`config.mk`:
```
export PLATFORM = sky130hd
export DESIGN_NAME = mc_control_unit
export DESIGN_NICKNAME = d
export VERILOG_FILES = /design/src/rtl/mc_pkg.sv /design/src/rtl/mc_alu_decoder.sv /design/src/rtl/mc_control_unit.sv
export SDC_FILE = /design/constraint.sdc
export NUM_CORES = 1
export LEC_CHECK = 0
export CORE_ASPECT_RATIO = 0.9
export CORE_MARGIN = 2
export CORE_UTILIZATION = 34
export CTS_CLUSTER_SIZE = 8
export DETAILED_ROUTE_END_ITERATION = 10
export GPL_ROUTABILITY_DRIVEN = 0
export GPL_TIMING_DRIVEN = 1
export PLACE_DENSITY = 0.8
export SKIP_CTS_REPAIR_TIMING = 1
export SYNTH_ARGS = -nofsm -noshare
export SYNTH_HDL_FRONTEND = slang
export SYNTH_SLANG_ARGS = --single-unit
```
`constraint.sdc`:
```
create_clock -name clk -period 3.7 [get_ports clk]
set_input_delay 0.74 -clock clk [delete_from_list [all_inputs] [get_ports clk]]
set_output_delay 0.74 -clock clk [all_outputs]
set_load 0.03 [all_outputs]
```
`src/rtl/mc_pkg.sv`:
```
// Shared constants for the multicycle RV32I control unit: FSM states,
// opcodes, ALU operation codes and datapath mux selects.
package mc_pkg;

    typedef enum logic [3:0] {
        S_IF     = 4'd0,
        S_ID     = 4'd1,
        S_EX_R   = 4'd2,
        S_EX_I   = 4'd3,
        S_EX_S   = 4'd4,
        S_EX_J   = 4'd5,
        S_MEM_RD = 4'd6,
        S_MEM_WR = 4'd7,
        S_WB_ALU = 4'd8,
        S_WB_MEM = 4'd9,
        S_HALT   = 4'd10
    } state_t;

    // Major opcodes (IR[6:0])
    localparam logic [6:0] OP_R      = 7'b0110011;
    localparam logic [6:0] OP_IMM    = 7'b0010011;
    localparam logic [6:0] OP_LOAD   = 7'b0000011;
    localparam logic [6:0] OP_STORE  = 7'b0100011;
    localparam logic [6:0] OP_JAL    = 7'b1101111;
    localparam logic [6:0] OP_SYSTEM = 7'b1110011;

    // funct7 value that turns ADD into SUB for R-type
    localparam logic [6:0] F7_ALT    = 7'b0100000;

    // ALU operation codes, shared with the alu
    localparam logic [3:0] ALU_ADD  = 4'b0000;
    localparam logic [3:0] ALU_SUB  = 4'b0001;
    localparam logic [3:0] ALU_AND  = 4'b0010;
    localparam logic [3:0] ALU_OR   = 4'b0011;
    localparam logic [3:0] ALU_XOR  = 4'b0100;
    localparam logic [3:0] ALU_SLL  = 4'b0101;
    localparam logic [3:0] ALU_SRL  = 4'b0110;
    localparam logic [3:0] ALU_SRA  = 4'b0111;
    localparam logic [3:0] ALU_SLT  = 4'b1000;
    localparam logic [3:0] ALU_SLTU = 4'b1001;

    // ALU A operand select
    localparam logic [1:0] SRC_A_PC   = 2'b00;
    localparam logic [1:0] SRC_A_REG  = 2'b10;

    // ALU B operand select
    localparam logic [1:0] SRC_B_REG  = 2'b00;
    localparam logic [1:0] SRC_B_IMM  = 2'b01;
    localparam logic [1:0] SRC_B_FOUR = 2'b10;
    localparam logic [1:0] SRC_B_ZERO = 2'b11;

    // Immediate format select
    localparam logic [1:0] IMM_I = 2'b00;
    localparam logic [1:0] IMM_S = 2'b01;
    localparam logic [1:0] IMM_J = 2'b10;

endpackage

```
`src/rtl/mc_alu_decoder.sv`:
```
// ALU operation decode for R-type and OP-IMM instructions.
// Anything that is not an ALU-class instruction decodes to ADD.
module mc_alu_decoder
    import mc_pkg::*;
(
    input  logic [6:0] opcode,
    input  logic [2:0] funct3,
    input  logic [6:0] funct7,
    output logic [3:0] alu_control
);

    // Map funct3 (plus funct7 where it matters) onto an ALU code
    always_comb begin
        alu_control = ALU_ADD;
        if (opcode == OP_R || opcode == OP_IMM) begin
            case (funct3)
                // funct7 of OP-IMM is immediate bits, so SUB only exists for R-type
                3'b000: alu_control = (opcode == OP_R && funct7 == F7_ALT) ? ALU_SUB : ALU_ADD;
                3'b001: alu_control = ALU_SLL;
                3'b010: alu_control = ALU_SLT;
                3'b011: alu_control = ALU_SLTU;
                3'b100: alu_control = ALU_XOR;
                3'b101: alu_control = funct7[5] ? ALU_SRA : ALU_SRL;
                3'b110: alu_control = ALU_OR;
                3'b111: alu_control = ALU_AND;
                default: alu_control = ALU_ADD;
            endcase
        end
    end

endmodule

```
`src/rtl/mc_control_unit.sv`:
```
// Multicycle FSM controller for the RV32I subset core (R, OP-IMM, LW, SW, JAL).
// All strobes and selects are decoded combinationally from the current
// state and the instruction fields held in IR.
module mc_control_unit
    import mc_pkg::*;
(
    input  logic       clk,
    input  logic       resetn,
    input  logic [6:0] opcode,
    input  logic [2:0] funct3,
    input  logic [6:0] funct7,
    output logic [3:0] state,
    output logic       mem_read,
    output logic       mem_write,
    output logic       reg_write,
    output logic       ir_write,
    output logic       pc_write,
    output logic       mem_to_reg,
    output logic [1:0] alu_src_a,
    output logic [1:0] alu_src_b,
    output logic [1:0] imm_src,
    output logic [3:0] alu_control
);

    state_t     cur_state;
    state_t     next_state;
    logic [3:0] dec_alu;

    mc_alu_decoder u_alu_decoder (
        .opcode      (opcode),
        .funct3      (funct3),
        .funct7      (funct7),
        .alu_control (dec_alu)
    );

    assign state = cur_state;

    // State register; reset forces IF immediately
    always_ff @(posedge clk or negedge resetn) begin
        if (!resetn) begin
            cur_state <= S_IF;
        end else begin
            cur_state <= next_state;
        end
    end

    // Next-state and datapath control decode
    always_comb begin
        next_state  = cur_state;
        mem_read    = 1'b0;
        mem_write   = 1'b0;
        reg_write   = 1'b0;
        ir_write    = 1'b0;
        pc_write    = 1'b0;
        mem_to_reg  = 1'b0;
        alu_src_a   = SRC_A_PC;
        alu_src_b   = SRC_B_REG;
        imm_src     = IMM_I;
        alu_control = ALU_ADD;

        case (cur_state)
            S_IF: begin
                ir_write   = 1'b1;
                next_state = S_ID;
            end
            S_ID: begin
                case (opcode)
                    OP_R:              next_state = S_EX_R;
                    OP_IMM, OP_LOAD:   next_state = S_EX_I;
                    OP_STORE:          next_state = S_EX_S;
                    OP_JAL:            next_state = S_EX_J;
                    default:           next_state = S_HALT;
                endcase
                // JAL keeps the old PC so EX_J can form the link value and
                // WB_ALU can form the jump target from the same PC.
                if (opcode == OP_R || opcode == OP_IMM ||
                    opcode == OP_LOAD || opcode == OP_STORE) begin
                    pc_write  = 1'b1;
                    alu_src_a = SRC_A_PC;
                    alu_src_b = SRC_B_FOUR;
                end
            end
            S_EX_R: begin
                alu_src_a   = SRC_A_REG;
                alu_src_b   = SRC_B_REG;
                alu_control = dec_alu;
                next_state  = S_WB_ALU;
            end
            S_EX_I: begin
                alu_src_a = SRC_A_REG;
                alu_src_b = SRC_B_IMM;
                imm_src   = IMM_I;
                if (opcode == OP_LOAD) begin
                    next_state = S_MEM_RD;
                end else begin
                    alu_control = dec_alu;
                    next_state  = S_WB_ALU;
                end
            end
            S_EX_S: begin
                alu_src_a  = SRC_A_REG;
                alu_src_b  = SRC_B_IMM;
                imm_src    = IMM_S;
                next_state = S_MEM_WR;
            end
            S_EX_J: begin
                alu_src_a  = SRC_A_PC;
                alu_src_b  = SRC_B_FOUR;
                next_state = S_WB_ALU;
            end
            S_MEM_RD: begin
                mem_read   = 1'b1;
                next_state = S_WB_MEM;
            end
            S_MEM_WR: begin
                mem_write  = 1'b1;
                next_state = S_IF;
            end
            S_WB_ALU: begin
                reg_write  = 1'b1;
                mem_to_reg = 1'b0;
                if (opcode == OP_JAL) begin
                    pc_write  = 1'b1;
                    alu_src_a = SRC_A_PC;
                    alu_src_b = SRC_B_IMM;
                    imm_src   = IMM_J;
                end
                next_state = S_IF;
            end
            S_WB_MEM: begin
                reg_write  = 1'b1;
                mem_to_reg = 1'b1;
                next_state = S_IF;
            end
            S_HALT: begin
                next_state = S_HALT;
            end
            default: begin
                next_state = S_IF;
            end
        endcase
    end

endmodule

```
==> results.yml <==
power:
  switching_power_mw: 0.213
  clkPwrFrac_pct: 12.6
  p_int_mw: 0.216
  p_seq_share_pct: 25.4
  power.density_nw_per_um2: 475
  p_total_mw: 0.430
  pwr-share-comb_pct: 62.0
  netSwitchingFraction_pct: 49.7
  max-vdd-ir-drop_v: 0.000466
  p_leak_nw: 0.359
sta:
  period_share_pct: 96.7
  relSlewSlack_pct: 66.3
  skew_ns: 0.00514
  slew_violations: 0
  max_freq_mhz: 280
  hold_violations: 0
  rsz0062_at_grt: "no"
  post-route-min-period_ns: 3.58
  setup_violations: 0
  fin_tns_setup_ns: 0
  hold_ws_ns: 0.619
  worst_pin_slew_ns: 0.505
logic_synthesis:
  ys_ff_latch: 4
  ys_seq_area_share_pct: 20.4
  synth_area_sq_um: 492
  synth.avg_cell_area_sq_um: 6.64
  synthDistinctLibCells: 29
  syn_inst: 74
  syn_nets: 93
  synth-warning-count: 0
critical_path:
  crit_fanout: 5
  worstPathArrival_ns: 2.84
  cp_slowest_cell: "clkdlybuf4s50_1"
  cpMostUsedCell: "clkdlybuf4s50_1"
  crit_chain: "clkdlybuf4s50_1 -> nand4b_1 -> or2_2 -> nor4_1 -> clkdlybuf4s50_1"
  end_kind: "primary output"
  critPathLaunchType: "input pin"
  cp.required_ns: 2.96
  worstSetupPathType: "input pin to primary output"
  cpPeakStageDelay_ns: 0.74
drt:
  vias_per_cell: 5.37
  met2_length_um: 784
  drtIter0Drc: 12
  firstDrtPassIters: 4
  ant_nets: 0
  vias: 676
  wirelength_met1_um: 752
  wl_per_cell_um: 12.8
  drc: 0
  wl_met3_um: 83
  routed_wl_mm: 1.62
  maxUsedRoutingLayer: "met3"
flow_run:
  max-cap-violations: 0
worst_hold_path:
  hold_class: "flip-flop to flip-flop"
global_routing:
  antenna_found_initial: 0
  grt_usage_pct: 19.3
  grt_max_degree: 19
  grt_pass1_wl_mm: 2.44
  grt_overflow: 0
  grt_pass1_vias: 555
finish:
  synthToLayoutAreaGrowth_pct: 84.0
  final_net_count: 133
  fill_cells: 123
  fin_cells: 126
  largest_register_ffs: 4
  drive_gt1_share_pct: 8.93
  final_area_sq_um: 905
  insertedDiodeCount: 0
cts:
  ctsLongestPathBuffers: 2
  tritoncts: "yes"
  cts.sinks: 4
  cts_buffers: 3
  cts_root_buf: "clkbuf_4"
  cts.clk_slew.worst_paths_ns: 0.03
  worstSkewPairLatency_ns: 0.23
  htree_levels: 1
placement:
  dp_hpwl_mm: 1.35
  place_area_sq_um: 877
  place_inst: 123
  io_buffer_count: 37
floorplan:
  rows: 12
  die_y_um: 40.1
  initial_core_util_pct: 38.1
  pin_count: 39
  die_x_um: 44.1
  die-area_sq_um: 1770
  core_region_area_sq_um: 1290
status:
  outcome: "finished, final reports clean"
[path summary, 6_finish.rpt]
kind / slack, ns / end / startpoint / cells after the start
hold reg to reg: 0.62 / state[2] / state[3] / 1
setup reg to reg: 2.23 / state[1] / state[1] / 3
setup / recovery: 0.12 / imm_src[1] / opcode[5] / 5
max in group asynchronous: 2.82 / state[2] / resetn / 1
hold / removal: 0.62 / state[2] / state[3] / 1
min in group asynchronous: 0.71 / state[1] / resetn / 1
[per-layer routing]
metal	vias to the layer above	global-route usage [%]
met5	-	0
met4	0	4.55
met3	0	5.41
met2	20	31.6
met1	302	25.3
li1	354	-
[per-stage QoR]
stage | util [%] | setup slack (ns)
2_1_floorplan | - | 0.231
3_3_place_gp | 67.9 | 0.161
3_5_place_dp | 67.9 | 0.126
4_1_cts | 69.7 | 0.128
5_1_grt | 70.1 | 0.0524
6_report | 70.1 | 0.123
[power by group through the flow]
| stage | Sequential, mW | Combinational [mW] | Clock (mW) |
|---|---|---|---|
| floorplan | 0.104 | 0.161 | 0 |
| global placement | 0.109 | 0.262 | 0 |
| detailed placement | 0.111 | 0.265 | 0 |
| CTS | 0.109 | 0.267 | 0.0568 |
| global route | 0.116 | 0.285 | 0.0606 |
| finish | 0.109 | 0.266 | 0.0542 |
[critical path: cells and delay by family]
family                 cells  cell delay (ns)
buffers and inverters      2             1.30
and+or+nand+nor            3             0.80
[layout make-up]
cell class | count | area [sq um] | area share [%]
Clock buffer | 3 | 22.5 | 2.49
Tap cell | 14 | 17.5 | 1.94
Sequential cell | 4 | 100 | 11.1
Timing Repair Buffer | 40 | 395 | 43.7
Inverter | 2 | 7.51 | 0.830
Multi-Input combinational cell | 63 | 362 | 40.0
[synth_stat cells (all sizes together)]
master | number | share of area (%)
dfrtp | 4 | 20
nand3 | 1 | 1.0
and3 | 1 | 1.5
buf | 1 | 1.5
inv | 2 | 1.5
a2111oi | 1 | 1.8
a31oi | 2 | 2.5
a211o | 1 | 1.8
clkbuf | 4 | 3.1
a211oi | 1 | 1.5
nand4 | 1 | 1.3
o21ai | 2 | 2.0
nand2 | 6 | 4.6
o311ai | 1 | 1.8
a21oi | 5 | 5.1
and4 | 1 | 1.8
nand4b | 2 | 3.6
a311o | 1 | 2.0
nor2 | 11 | 8.4
nor3 | 6 | 6.1
or4 | 2 | 3.1
nor4 | 6 | 7.6
nor3b | 1 | 1.5
nand2b | 6 | 7.6
or3 | 2 | 3.6
nor2b | 1 | 1.3
or2 | 1 | 1.3
conb | 1 | 0.76
[layout by cell type (no fill, tap or decap)]
| master | instances |
|---|---|
| nor2_1 | 11 |
| or2_2 | 1 |
| nand3_1 | 1 |
| or3_1 | 1 |
| nand4_1 | 1 |
| a311o_1 | 1 |
| nor2b_1 | 1 |
| nor4_1 | 6 |
| a21oi_1 | 5 |
| a2111oi_0 | 1 |
| nor3b_1 | 1 |
| a211oi_1 | 1 |
| dlymetal6s2s_1 | 2 |
| or3_4 | 1 |
| o21ai_0 | 2 |
| a31oi_1 | 2 |
| conb_1 | 1 |
| clkdlybuf4s50_1 | 34 |
| o311ai_0 | 1 |
| dfrtp_1 | 4 |
| nor3_1 | 6 |
| buf_4 | 4 |
| nand2b_1 | 6 |
| and3_2 | 1 |
| nand4b_1 | 2 |
| nand2_1 | 6 |
| inv_1 | 2 |
| clkbuf_4 | 3 |
| and4_1 | 1 |
| a211o_1 | 1 |
| or4_1 | 2 |
[cells by family (layout without fill, tap and decap cells)]
kind of cell	after synthesis	after routing	synth area share, %
other	1	1	0.763
buffers and inverters	7	45	6.11
flip-flops	4	4	20.4
AO/OA/AOI/OAI	14	14	18.6
AND/OR/NAND/NOR	48	48	54.2
(Power assumes the default switching activity.)
